<file path="config.mk">
export PLATFORM = sky130hd
export DESIGN_NAME = serial_nbit_adder_flat
export DESIGN_NICKNAME = d
export VERILOG_FILES = /design/src/rtl/serial_nbit_adder_pkg.sv /design/src/rtl/serial_nbit_adder_if.sv /design/src/rtl/serial_digit_adder.sv /design/src/rtl/serial_nbit_adder.sv /design/src/flat_wrapper.sv
export SDC_FILE = /design/constraint.sdc
export NUM_CORES = 1
export LEC_CHECK = 0
export ABC_CLOCK_PERIOD_IN_PS = 4600
export BUFFER_PORTS_ARGS = -buffer_cell sky130_fd_sc_hd__buf_2
export CORE_MARGIN = 4
export CORE_UTILIZATION = 35
export CTS_BUF_LIST = sky130_fd_sc_hd__clkbuf_8
export CTS_CLUSTER_DIAMETER = 200
export DETAILED_ROUTE_END_ITERATION = 8
export PLACE_DENSITY_LB_ADDON = 0.2
export SYNTH_ARGS = -nofsm -noshare
export SYNTH_HDL_FRONTEND = slang
export SYNTH_HIERARCHICAL = 1
export SYNTH_SLANG_ARGS = --single-unit
</file>
<file path="constraint.sdc">
create_clock -name clk -period 4.6 [get_ports clk]
set_input_delay 0.92 -clock clk [delete_from_list [all_inputs] [get_ports clk]]
set_output_delay 0.92 -clock clk [all_outputs]
set_load 0.05 [all_outputs]
</file>
<file path="src/rtl/serial_nbit_adder_pkg.sv">
// Shared definitions for the digit-serial adder/subtractor.
// Contents:
//   ST_IDLE / ST_RUN / ST_DONE  FSM state encoding
//   clog2(n)                    counter width for n digit steps, never less than 1 bit
package serial_nbit_adder_pkg;

    localparam logic [1:0] ST_IDLE = 2'd0;
    localparam logic [1:0] ST_RUN  = 2'd1;
    localparam logic [1:0] ST_DONE = 2'd2;

    // Bits needed to count 0..n-1. A single-digit operand still gets a 1-bit counter.
    function automatic int unsigned clog2(input int unsigned n);
        int unsigned w;
        w = 1;
        for (int unsigned i = 1; i < 32; i++) begin
            if ((32'd1 << i) < n) begin
                w = i + 1;
            end
        end
        return w;
    endfunction

endpackage

</file>
<file path="src/rtl/serial_nbit_adder_if.sv">
// Operand/result handshake bundle for serial_nbit_adder.
// Signals:
//   start_valid/start_ready  operand handshake (requester -> adder)
//   a, b, sub, cin           operands and mode, sampled on the accepting edge
//   res_valid/res_ready      result handshake (adder -> consumer)
//   s, co, ovf               sum/difference, carry-out (1 = no borrow in sub), signed overflow
// Modports: master = requester/consumer side, slave = adder side.
interface serial_nbit_adder_if #(
    parameter int unsigned WIDTH = 8
) ();

    logic             start_valid;
    logic             start_ready;
    logic [WIDTH-1:0] a;
    logic [WIDTH-1:0] b;
    logic             sub;
    logic             cin;
    logic             res_valid;
    logic             res_ready;
    logic [WIDTH-1:0] s;
    logic             co;
    logic             ovf;

    modport master (
        output start_valid, a, b, sub, cin, res_ready,
        input  start_ready, res_valid, s, co, ovf
    );

    modport slave (
        input  start_valid, a, b, sub, cin, res_ready,
        output start_ready, res_valid, s, co, ovf
    );

endinterface

</file>
<file path="src/rtl/serial_digit_adder.sv">
// Combinational DIGIT-bit ripple-carry adder used for one digit step.
// Ports:
//   i_x, i_y  digit operands
//   i_ci      carry into bit 0
//   o_sum     digit sum
//   o_co      carry out of the top bit
//   o_c_msb   carry into the top bit (for signed overflow)
module serial_digit_adder #(
    parameter int unsigned DIGIT = 2
) (
    input  logic [DIGIT-1:0] i_x,
    input  logic [DIGIT-1:0] i_y,
    input  logic             i_ci,
    output logic [DIGIT-1:0] o_sum,
    output logic             o_co,
    output logic             o_c_msb
);

    logic w_c;

    always_comb begin
        w_c     = i_ci;
        o_c_msb = 1'b0;
        o_sum   = '0;
        for (int i = 0; i < int'(DIGIT); i++) begin
            if (i == int'(DIGIT) - 1) begin
                o_c_msb = w_c;
            end
            o_sum[i] = i_x[i] ^ i_y[i] ^ w_c;
            w_c      = (i_x[i] & i_y[i]) | (w_c & (i_x[i] ^ i_y[i]));
        end
        o_co = w_c;
    end

endmodule

</file>
<file path="src/rtl/serial_nbit_adder.sv">
// Digit-serial WIDTH-bit adder/subtractor, DIGIT bits per clock, LSB digit first.
// WIDTH must be a multiple of DIGIT and at least 2; DIGIT at least 1.
// Ports:
//   clk    rising-edge clock
//   rst_n  asynchronous active-low reset
//   bus    serial_nbit_adder_if.slave: operand handshake in, result handshake out
// Operation: accept in IDLE, NDIG = WIDTH/DIGIT RUN cycles, then present the
// result in DONE until res_ready. s/co/ovf hold their last value outside DONE.
module serial_nbit_adder
    import serial_nbit_adder_pkg::*;
#(
    parameter int unsigned WIDTH = 8,
    parameter int unsigned DIGIT = 2
) (
    input  logic                   clk,
    input  logic                   rst_n,
    serial_nbit_adder_if.slave     bus
);

    localparam int unsigned     NDIG = WIDTH / DIGIT;
    localparam int unsigned     CW   = clog2(NDIG);
    localparam logic [CW-1:0]   LAST = CW'(NDIG - 1);

    logic [1:0]       r_state;
    logic [WIDTH-1:0] r_a;
    logic [WIDTH-1:0] r_b;
    logic [WIDTH-1:0] r_acc;
    logic [WIDTH-1:0] r_s;
    logic             r_carry;
    logic             r_co;
    logic             r_ovf;
    logic [CW-1:0]    r_cnt;

    logic [DIGIT-1:0]       w_d;
    logic                   w_co;
    logic                   w_c_msb;
    logic [WIDTH+DIGIT-1:0] w_cat;
    logic [WIDTH-1:0]       w_acc_next;

    serial_digit_adder #(
        .DIGIT (DIGIT)
    ) u_digit (
        .i_x     (r_a[DIGIT-1:0]),
        .i_y     (r_b[DIGIT-1:0]),
        .i_ci    (r_carry),
        .o_sum   (w_d),
        .o_co    (w_co),
        .o_c_msb (w_c_msb)
    );

    // New digit enters from the MSB side; after NDIG steps the LSB digit sits at bit 0.
    // The concatenation avoids an empty slice when DIGIT == WIDTH.
    assign w_cat      = {w_d, r_acc};
    assign w_acc_next = w_cat[WIDTH+DIGIT-1:DIGIT];

    always_ff @(posedge clk or negedge rst_n) begin
        if (!rst_n) begin
            r_state <= ST_IDLE;
            r_a     <= '0;
            r_b     <= '0;
            r_acc   <= '0;
            r_s     <= '0;
            r_carry <= 1'b0;
            r_co    <= 1'b0;
            r_ovf   <= 1'b0;
            r_cnt   <= '0;
        end else begin
            case (r_state)
                ST_IDLE: begin
                    if (bus.start_valid) begin
                        // Subtract as a + ~b + ~cin: invert B, and carry-in becomes cin ^ 1.
                        r_a     <= bus.a;
                        r_b     <= bus.sub ? ~bus.b : bus.b;
                        r_carry <= bus.cin ^ bus.sub;
                        r_cnt   <= '0;
                        r_state <= ST_RUN;
                    end
                end
                ST_RUN: begin
                    r_acc   <= w_acc_next;
                    r_a     <= r_a >> DIGIT;
                    r_b     <= r_b >> DIGIT;
                    r_carry <= w_co;
                    r_cnt   <= r_cnt + 1'b1;
                    if (r_cnt == LAST) begin
                        r_s     <= w_acc_next;
                        r_co    <= w_co;
                        r_ovf   <= w_co ^ w_c_msb;
                        r_state <= ST_DONE;
                    end
                end
                ST_DONE: begin
                    if (bus.res_ready) begin
                        r_state <= ST_IDLE;
                    end
                end
                default: begin
                    r_state <= ST_IDLE;
                end
            endcase
        end
    end

    always_comb begin
        // Not ready while reset is held, only once it is released.
        bus.start_ready = rst_n && (r_state == ST_IDLE);
        bus.res_valid   = (r_state == ST_DONE);
        bus.s           = r_s;
        bus.co          = r_co;
        bus.ovf         = r_ovf;
    end

endmodule

</file>
<file path="src/flat_wrapper.sv">
// flat-port wrapper written by rule: the top's interface ports become plain ports
module serial_nbit_adder_flat import serial_nbit_adder_pkg::*;
#(
    parameter int unsigned WIDTH = 8,
    parameter int unsigned DIGIT = 2
)
  (clk, rst_n, bus_start_valid, bus_a, bus_b, bus_sub, bus_cin, bus_res_ready, bus_start_ready, bus_res_valid, bus_s, bus_co, bus_ovf);
  serial_nbit_adder_if #(.WIDTH(WIDTH)) bus_i ();
  input  logic clk;
  input  logic rst_n;
  input wire logic [$bits(bus_i.start_valid)-1:0] bus_start_valid;
  input wire logic [$bits(bus_i.a)-1:0] bus_a;
  input wire logic [$bits(bus_i.b)-1:0] bus_b;
  input wire logic [$bits(bus_i.sub)-1:0] bus_sub;
  input wire logic [$bits(bus_i.cin)-1:0] bus_cin;
  input wire logic [$bits(bus_i.res_ready)-1:0] bus_res_ready;
  output wire logic [$bits(bus_i.start_ready)-1:0] bus_start_ready;
  output wire logic [$bits(bus_i.res_valid)-1:0] bus_res_valid;
  output wire logic [$bits(bus_i.s)-1:0] bus_s;
  output wire logic [$bits(bus_i.co)-1:0] bus_co;
  output wire logic [$bits(bus_i.ovf)-1:0] bus_ovf;
  assign bus_i.start_valid = bus_start_valid;
  assign bus_i.a = bus_a;
  assign bus_i.b = bus_b;
  assign bus_i.sub = bus_sub;
  assign bus_i.cin = bus_cin;
  assign bus_i.res_ready = bus_res_ready;
  assign bus_start_ready = bus_i.start_ready;
  assign bus_res_valid = bus_i.res_valid;
  assign bus_s = bus_i.s;
  assign bus_co = bus_i.co;
  assign bus_ovf = bus_i.ovf;
  serial_nbit_adder #(.WIDTH(WIDTH), .DIGIT(DIGIT)) u_core (.clk(clk), .rst_n(rst_n), .bus(bus_i));
endmodule
</file>
After elaboration in Yosys (flattened, before gate mapping). Cells that the tools add are included. W data, S select, Z words.

$add $sub $neg: 1. $mul: 0. Divide/modulo/power cells: 0. $lt $le $gt $ge: 0. Equal/unequal tests: 6. Shifts and indexed selects: 0. Muxes and demuxes: 13. Bitwise operators: 13. Reduce and logical (&&, ||, !) cells: 6.

Operators by type and width (number): $pmux W8 S2 (2); $mux W8 (3); $mux W2 (4); $not A8 Y8 (1); $pmux W2 S3 (1); $xor A1 B1 Y1 (6); $and A1 B1 Y1 (4); $eq A2 B2 Y1 const B (2); $ne A2 B2 Y1 const B (2); $pmux W2 S2 (1); $reduce_and A2 Y1 (2); $reduce_and A3 Y1 (1); $add A2 B1 Y2 const B (1); $eq A2 B1 Y1 const B (1); $logic_not A2 Y1 (1); $ne A2 B1 Y1 const B (1); $or A1 B1 Y1 (2); $pmux W1 S2 (1); $reduce_bool A2 Y1 (1); $logic_and A1 B1 Y1 (1); $mux W1 (1).

Bits in registers: 39. Latch bits: 0. RAM bits: 0. ROM bits: 0. Word-level logic and storage cells: 48. Memories: 0.

Depth between registers and ports, before layout. Gate-level depths: netlist of the first run.

Word-level depth: 6. Mapped depth: 5.

Cells and area by module. The synthesis of the first run kept the hierarchy.

Modules (own cells, without submodules): serial_nbit_adder (instances 1, cells an instance 146, area each 1687.9 µm²); serial_digit_adder (instances 1, cells an instance 2, area each 40.0 µm²).

Worst setup path before layout of the first run. No wires, ideal clock.

Kind: in2out. Start: in rst_n. End: out bus_start_ready. Arrival time: 2.066 ns. Slack: 1.614 ns. Cell stages on the path: 1. Path buffers: 0. Cells stage by stage: nor3b_1.

Cells in the longest elaborated chain, start to end: 1.

Ends and longest elaborated chain: start: declaration (RTL line flat_wrapper.sv:10) `input logic rst_n;`; $logic_and A1 B1 Y1 (RTL line serial_nbit_adder.sv:106) `bus.start_ready = rst_n && (r_state == ST_IDLE);`; end: declaration (RTL line flat_wrapper.sv:17) `output wire logic [$bits(bus_i.start_ready)-1:0] bus_start_ready;`.

Every way passes these cells.

Worst setup path in the final report of the first run.
Start: reg u_core.r_state[1]. End: out bus_res_valid.

Cells in the longest elaborated chain, start to end: 1.

Ends and longest elaborated chain: start: declaration (RTL line serial_nbit_adder.sv:24) `logic [1:0] r_state;`; start signal: assignment (RTL line serial_nbit_adder.sv:58) `r_state <= ST_IDLE;`; start signal: assignment (RTL line serial_nbit_adder.sv:76) `r_state <= ST_RUN;`; start signal: assignment (RTL line serial_nbit_adder.sv:89) `r_state <= ST_DONE;`; $eq A2 B2 Y1 (RTL line serial_nbit_adder.sv:107) `bus.res_valid = (r_state == ST_DONE);`; end: declaration (RTL line flat_wrapper.sv:18) `output wire logic [$bits(bus_i.res_valid)-1:0] bus_res_valid;`.

Every way passes these cells.

==> results_dict.tcl, run 1 <==
set metrics [dict create \
    status "completed" \
    synth_top_family_by_area "compound AO/OA/AOI/OAI gates" \
    antenna_found_initial 0 \
    vias 1223 \
    critPathArrivalTime_ps 1610 \
    worst_pin_slew_ps 749 \
    track_usage_pct 12.7 \
    rsz0062_at_grt "false" \
    crit_path_max_fanout 24 \
    die_h_um 78.3 \
    synth.yosys.warnings 6 \
    numCtsBuffers 5 \
    powerDensity_nw_per_um2 722 \
    dpl.hpwl_um 2500 \
    path_clk_slew_ps 80 \
    core_um2 4750 \
    syn_inst 148 \
    cts.sinks 37 \
    ir_worst_vdd_v 0.000182 \
    dieArea_um2 6120 \
    synth.cell_area_um2 1730 \
    finalCriticalPeriod_ps 2530 \
    hold_depth 1 \
    holdCritStartpoint "u_core/bus.s[5]" \
    grt_start_max_net_pins 38 \
    synth_top_area_share_pct 53.6 \
    synth_nets 173 \
    synthXorXnorAreaFrac_pct 5.07 \
    cts-root-buf "clkbuf_8" \
    cts_resized 0 \
    finalNetCount 205 \
    muxShareOfSynthArea_pct 10.4 \
    die_w_um 78.3 \
    diodes 0 \
    ctsHoldBuffers 0 \
    r2r_end "u_core/bus.s[7]" \
    synth_cell_type_count 26 \
    route.detailed.wl_per_inst_um 14.1 \
    portBuffers 33 \
    yosys-top-cells-area "dfrtp_1 54%, mux2_2 5.9%, mux2_1 4.6%" \
    worstSetupEndpointType "primary output" \
    avgSynthCellArea_um2 11.7 \
    synth_area_leader_cell "dfrtp_1" \
    post_cts_buffers 0 \
    boundaryPins 34 \
    dr.pass1.iters 4 \
    synthSimpleGateAreaFrac_pct 7.75 \
    initial_core_util_pct 36.3 \
    max_freq_mhz 395 \
    drtIter0Drc 41 \
    timing.final.hold_violations 0 \
    finalMaxSlewViolations 0 \
    cp-startpoint "u_core/r_state[1]" \
    p_total_mw 1.48 \
    synth-seq-area-share_pct 53.6 \
    whs_endpoint "u_core/bus.s[5]" \
    setup_viol 0 \
    p_leak_nw 0.925 \
    reg2reg_from "u_core/r_a[0]" \
    synthAdderAreaFrac_pct 3.04 \
    grt_first_pass_wirelength_um 6200 \
    vias_per_cell 4.95 \
    syn_to_final_growth_pct 18.2 \
    worstHoldPathType "reg2reg" \
    critPathRequiredTime_ps 3680 \
    final_cell_mix "37 x dfrtp_1, 33 x buf_2, 13 x nand2_1, 10 x a22oi_1, 10 x o21ai_0" \
    clock_path_buffers 2 \
    max_slew_margin_pct 50.1 \
    synth_compound_area_share_pct 15.8 \
    crit_type "reg2out" \
    final_common_cell "dfrtp_1" \
    clock_latency_ps 290 \
    wirelength_um 3480 \
    ys_seq_elements 37 \
    rows 25 \
    drive_gt1_share_pct 28.9 \
    drv_cap 0 \
    cp-start-kind "register" \
    cts-htree-levels 2 \
    nFillCells 484 \
    gp_congestion 0.775 \
    timing.setup.tns_ps 0 \
    reg2reg_depth 3 \
    cts_tree "yes" \
    layout_worst_path_cycle_share_pct 55.0 \
    grt_overflow 0 \
    clock_skew_ps 10.8 \
    first_global_vias 1334 \
    drc_errors 0 \
    ant_nets 0 \
    r2r_slack_ps 2780 \
]
cell families (layout without fill, tap and decap cells):
family	Yosys count	in the layout
DFF	37	37
xor gates and xnor gates	10	10
AOI/OAI and AO/OA	40	40
adders and majority gates	3	3
and+or+nand+nor	26	26
muxes	16	16
buffers and inverters	16	48
worst max-delay path, cell delays in order, from the launching register on:
cell and delay [ps]:
dfrtp_1 830, nand2_1 160, inv_1 80, buf_2 250
synth_stat cells:
cell type	count
a21oi_1	6
a221o_1	3
a22o_1	1
a22oi_1	10
a32o_1	1
buf_2	9
buf_4	1
dfrtp_1	37
fa_1	2
ha_1	1
inv_1	6
mux2_1	7
mux2_2	9
nand2_1	13
nand3b_2	1
nor2_1	2
nor2b_1	8
nor3b_1	1
o211ai_1	4
o21ai_0	10
o21ai_1	1
o21bai_1	1
o32ai_1	3
or3b_1	1
xnor2_1	8
xor2_1	2
sequential cells by signal (all words and copies together), names as in the netlist:
| name | flops |
|---|---|
| u_core/bus.co | 1 |
| u_core/r_acc | 6 |
| u_core/r_state | 2 |
| u_core/bus.ovf | 1 |
| u_core/r_cnt | 2 |
| u_core/bus.s | 8 |
| u_core/r_a | 8 |
| u_core/r_b | 8 |
| u_core/r_carry | 1 |
layout make-up:
| class | count | area [um2] | share of cell area (%) |
|---|---|---|---|
| clock buffers | 5 | 68.8 | 3.37 |
| clock inverters | 2 | 35.0 | 1.71 |
| multi-input cells | 95 | 727 | 35.6 |
| flip-flops and latches | 37 | 926 | 45.3 |
| well taps | 67 | 83.8 | 4.10 |
| repair buffers | 35 | 180 | 8.82 |
| inverters | 6 | 22.5 | 1.10 |
power breakdown:
part / switching (mW) / internal (mW) / total [mW]
Combinational: 0.361 / 0.246 / 0.607
Clock: 0.111 / 0.158 / 0.269
Sequential: 0.130 / 0.470 / 0.600
worst max-delay path by stage:
stage,endpoint,depth (start not counted)
finish,bus_res_valid,3
global route,bus_res_valid,3
CTS,bus_res_valid,3
detailed placement,bus_start_ready,3
global placement,bus_start_ready,3
floorplan,bus_start_ready,1
layer usage:
metal	vias up	part of all wire (%)	routed length (um)	GRT usage, %
met3	2	6.0	209	4.70
met5	-	0	0	0
met2	36	45	1580	20.0
met1	600	48	1670	16.3
met4	0	0.43	15	3.67
li1	585	-	-	-
through the flow:
stage | utilization (%) | instances | hold slack (ps) | worst slack (ps) | area, um2
finish | 43.0 | 247 | 483 | 2070 | 2040
global route | 43.0 | 247 | 513 | 1960 | 2040
CTS | 43.0 | 247 | 488 | 2060 | 2040
detailed placement | 40.8 | 240 | 471 | 2150 | 1940
global placement | 40.8 | 240 | 466 | 2140 | 1940
floorplan | - | 148 | 450 | 1610 | 1730
Power figures use the tool's default switching activity.
==> run 2: changes to the inputs <==
--- a/config.mk
+++ b/config.mk
@@ -5,7 +5,7 @@
 export SDC_FILE = /design/constraint.sdc
 export NUM_CORES = 1
 export LEC_CHECK = 0
-export ABC_CLOCK_PERIOD_IN_PS = 4600
+export ABC_CLOCK_PERIOD_IN_PS = 2500
 export BUFFER_PORTS_ARGS = -buffer_cell sky130_fd_sc_hd__buf_2
 export CORE_MARGIN = 4
 export CORE_UTILIZATION = 35
==> constraint.sdc (replaced) <==
create_clock -name clk -period 2.5 [get_ports clk]
set_input_delay 0.5 -clock clk [delete_from_list [all_inputs] [get_ports clk]]
set_output_delay 0.5 -clock clk [all_outputs]
set_load 0.05 [all_outputs]
==> results_dict.tcl, run 2 (same netlist as run 1, synthesis figures left out) <==
set metrics [dict create \
    cts_tree "yes" \
    rows 25 \
    grt_start_max_net_pins 38 \
    dieArea_um2 6120 \
    worstSetupEndpointType "primary output" \
    drtIter0Drc 37 \
    status "completed" \
    track_usage_pct 13.2 \
    final_cell_mix "37 x dfrtp_1, 33 x buf_2, 13 x nand2_1, 10 x a22oi_1, 10 x o21ai_0" \
    crit_chain "nor3b_1 -> buf_2" \
    ant_nets 0 \
    worstHoldPathType "in2async" \
    vias 1263 \
    antenna_found_initial 0 \
    critPathRequiredTime_ps 2000 \
    first_global_vias 1335 \
    finalCriticalPeriod_ps 2110 \
    worst_pin_slew_ps 644 \
    ctsHoldBuffers 0 \
    drc_errors 0 \
    boundaryPins 34 \
    r2r_slack_ps 740 \
    clock_path_buffers 2 \
    gp_congestion 0.768 \
    rsz0062_at_grt "false" \
    met2WireLength_um 1630 \
    clock_latency_ps 290 \
    m1WireLength_um 1720 \
    syn_to_final_growth_pct 20.1 \
    ir_worst_vdd_v 0.000546 \
    route.detailed.wl_per_inst_um 14.4 \
    path_clk_slew_ps 70 \
    cts.sinks 37 \
    final_area_um2 2070 \
    initial_core_util_pct 36.3 \
    core_um2 4750 \
    crit_type "reg2out" \
    grt_first_pass_wirelength_um 6380 \
    max_slew_margin_pct 57.0 \
    die_h_um 78.3 \
    finalNetCount 207 \
    critPathArrivalTime_ps 1610 \
    routed.top_layer "met4" \
    finalMaxSlewViolations 0 \
    diodes 0 \
    die_w_um 78.3 \
    drv_cap 0 \
    powerDensity_nw_per_um2 1340 \
    grt_overflow 0 \
    nFillCells 488 \
    dpl.hpwl_um 2570 \
    post_cts_buffers 0 \
    numCtsBuffers 5 \
    final_common_cell "dfrtp_1" \
    wirelength_um 3610 \
    layout_worst_path_cycle_share_pct 84.4 \
    portBuffers 33 \
    vias_per_cell 5.05 \
    cts-root-buf "clkbuf_8" \
    setup_viol 0 \
    p_leak_nw 0.939 \
    slowest_delay_ps 620 \
    cts-htree-levels 2 \
    wl_met3_um 197 \
    timing.setup.tns_ps 0 \
    cts_resized 0 \
    dr.pass1.iters 5 \
    cp-start-kind "register" \
    dpl-instance-area_um2 1950 \
    timing.final.hold_violations 0 \
    clock_skew_ps 3.27 \
    slowest_stage "dfrtp_1" \
    drive_gt1_share_pct 30.1 \
    max_freq_mhz 474 \
    crit_path_max_fanout 21 \
]
[run 2: cell types whose count changed in the layout (fill, tap and decap cells not counted), sizes merged]
cell      change
buf           +2
clkbuf        +1
clkinv        -1
clkinvlp      +1
[run 2: layer usage]
| layer | global-route usage (%) | vias to the layer above |
|---|---|---|
| li1 | - | 591 |
| met1 | 17.4 | 619 |
| met2 | 20.5 | 46 |
| met3 | 3.56 | 7 |
| met4 | 5.59 | 0 |
| met5 | 0 | - |
[run 2: critical path: cells and delay by family, from the launching register on]
family | cells | cell delay, ps
buffers and inverters | 1 | 320
flip-flops | 1 | 620
AND/OR/NAND/NOR | 1 | 370
[run 2: area by class of cell]
class	count	area [um2]	share of cell area (%)
Sequential cell	37	926	44.6
Clock inverter	2	37.5	1.81
Clock buffer	6	82.6	3.98
Timing Repair Buffer	37	195	9.41
Tap cell	67	83.8	4.04
Multi-Input combinational cell	95	727	35.0
Inverter	6	22.5	1.09
[run 2: stage by stage]
step	util, %	std cells	setup slack (ps)	hold slack (ps)	total power [mW]
floorplan	-	148	115	204	1.97
global route	43.6	250	282	337	3.00
finish	43.6	250	390	299	2.79
global placement	41.1	242	774	468	2.24
detailed placement	41.1	242	721	466	2.27
CTS	43.6	250	383	307	2.83
[run 2: report_power, final]
part	switching [mW]	internal, mW	total, mW
clock	0.215	0.324	0.540
sequential	0.230	0.866	1.10
combinational	0.681	0.471	1.15
[run 2: path summary, 6_finish.rpt]
path / from / endpoint / depth (start not counted)
setup / recovery: u_core/r_state[0] / bus_start_ready / 2
hold / removal: rst_n / u_core/r_b[0] / 2
setup reg to reg: u_core/r_a[0] / u_core/bus.s[7] / 3
hold reg to reg: u_core/bus.ovf / u_core/bus.ovf / 2
max in group asynchronous: rst_n / u_core/r_acc[3] / 2
min in group clk: bus_res_ready / u_core/r_state[1] / 2
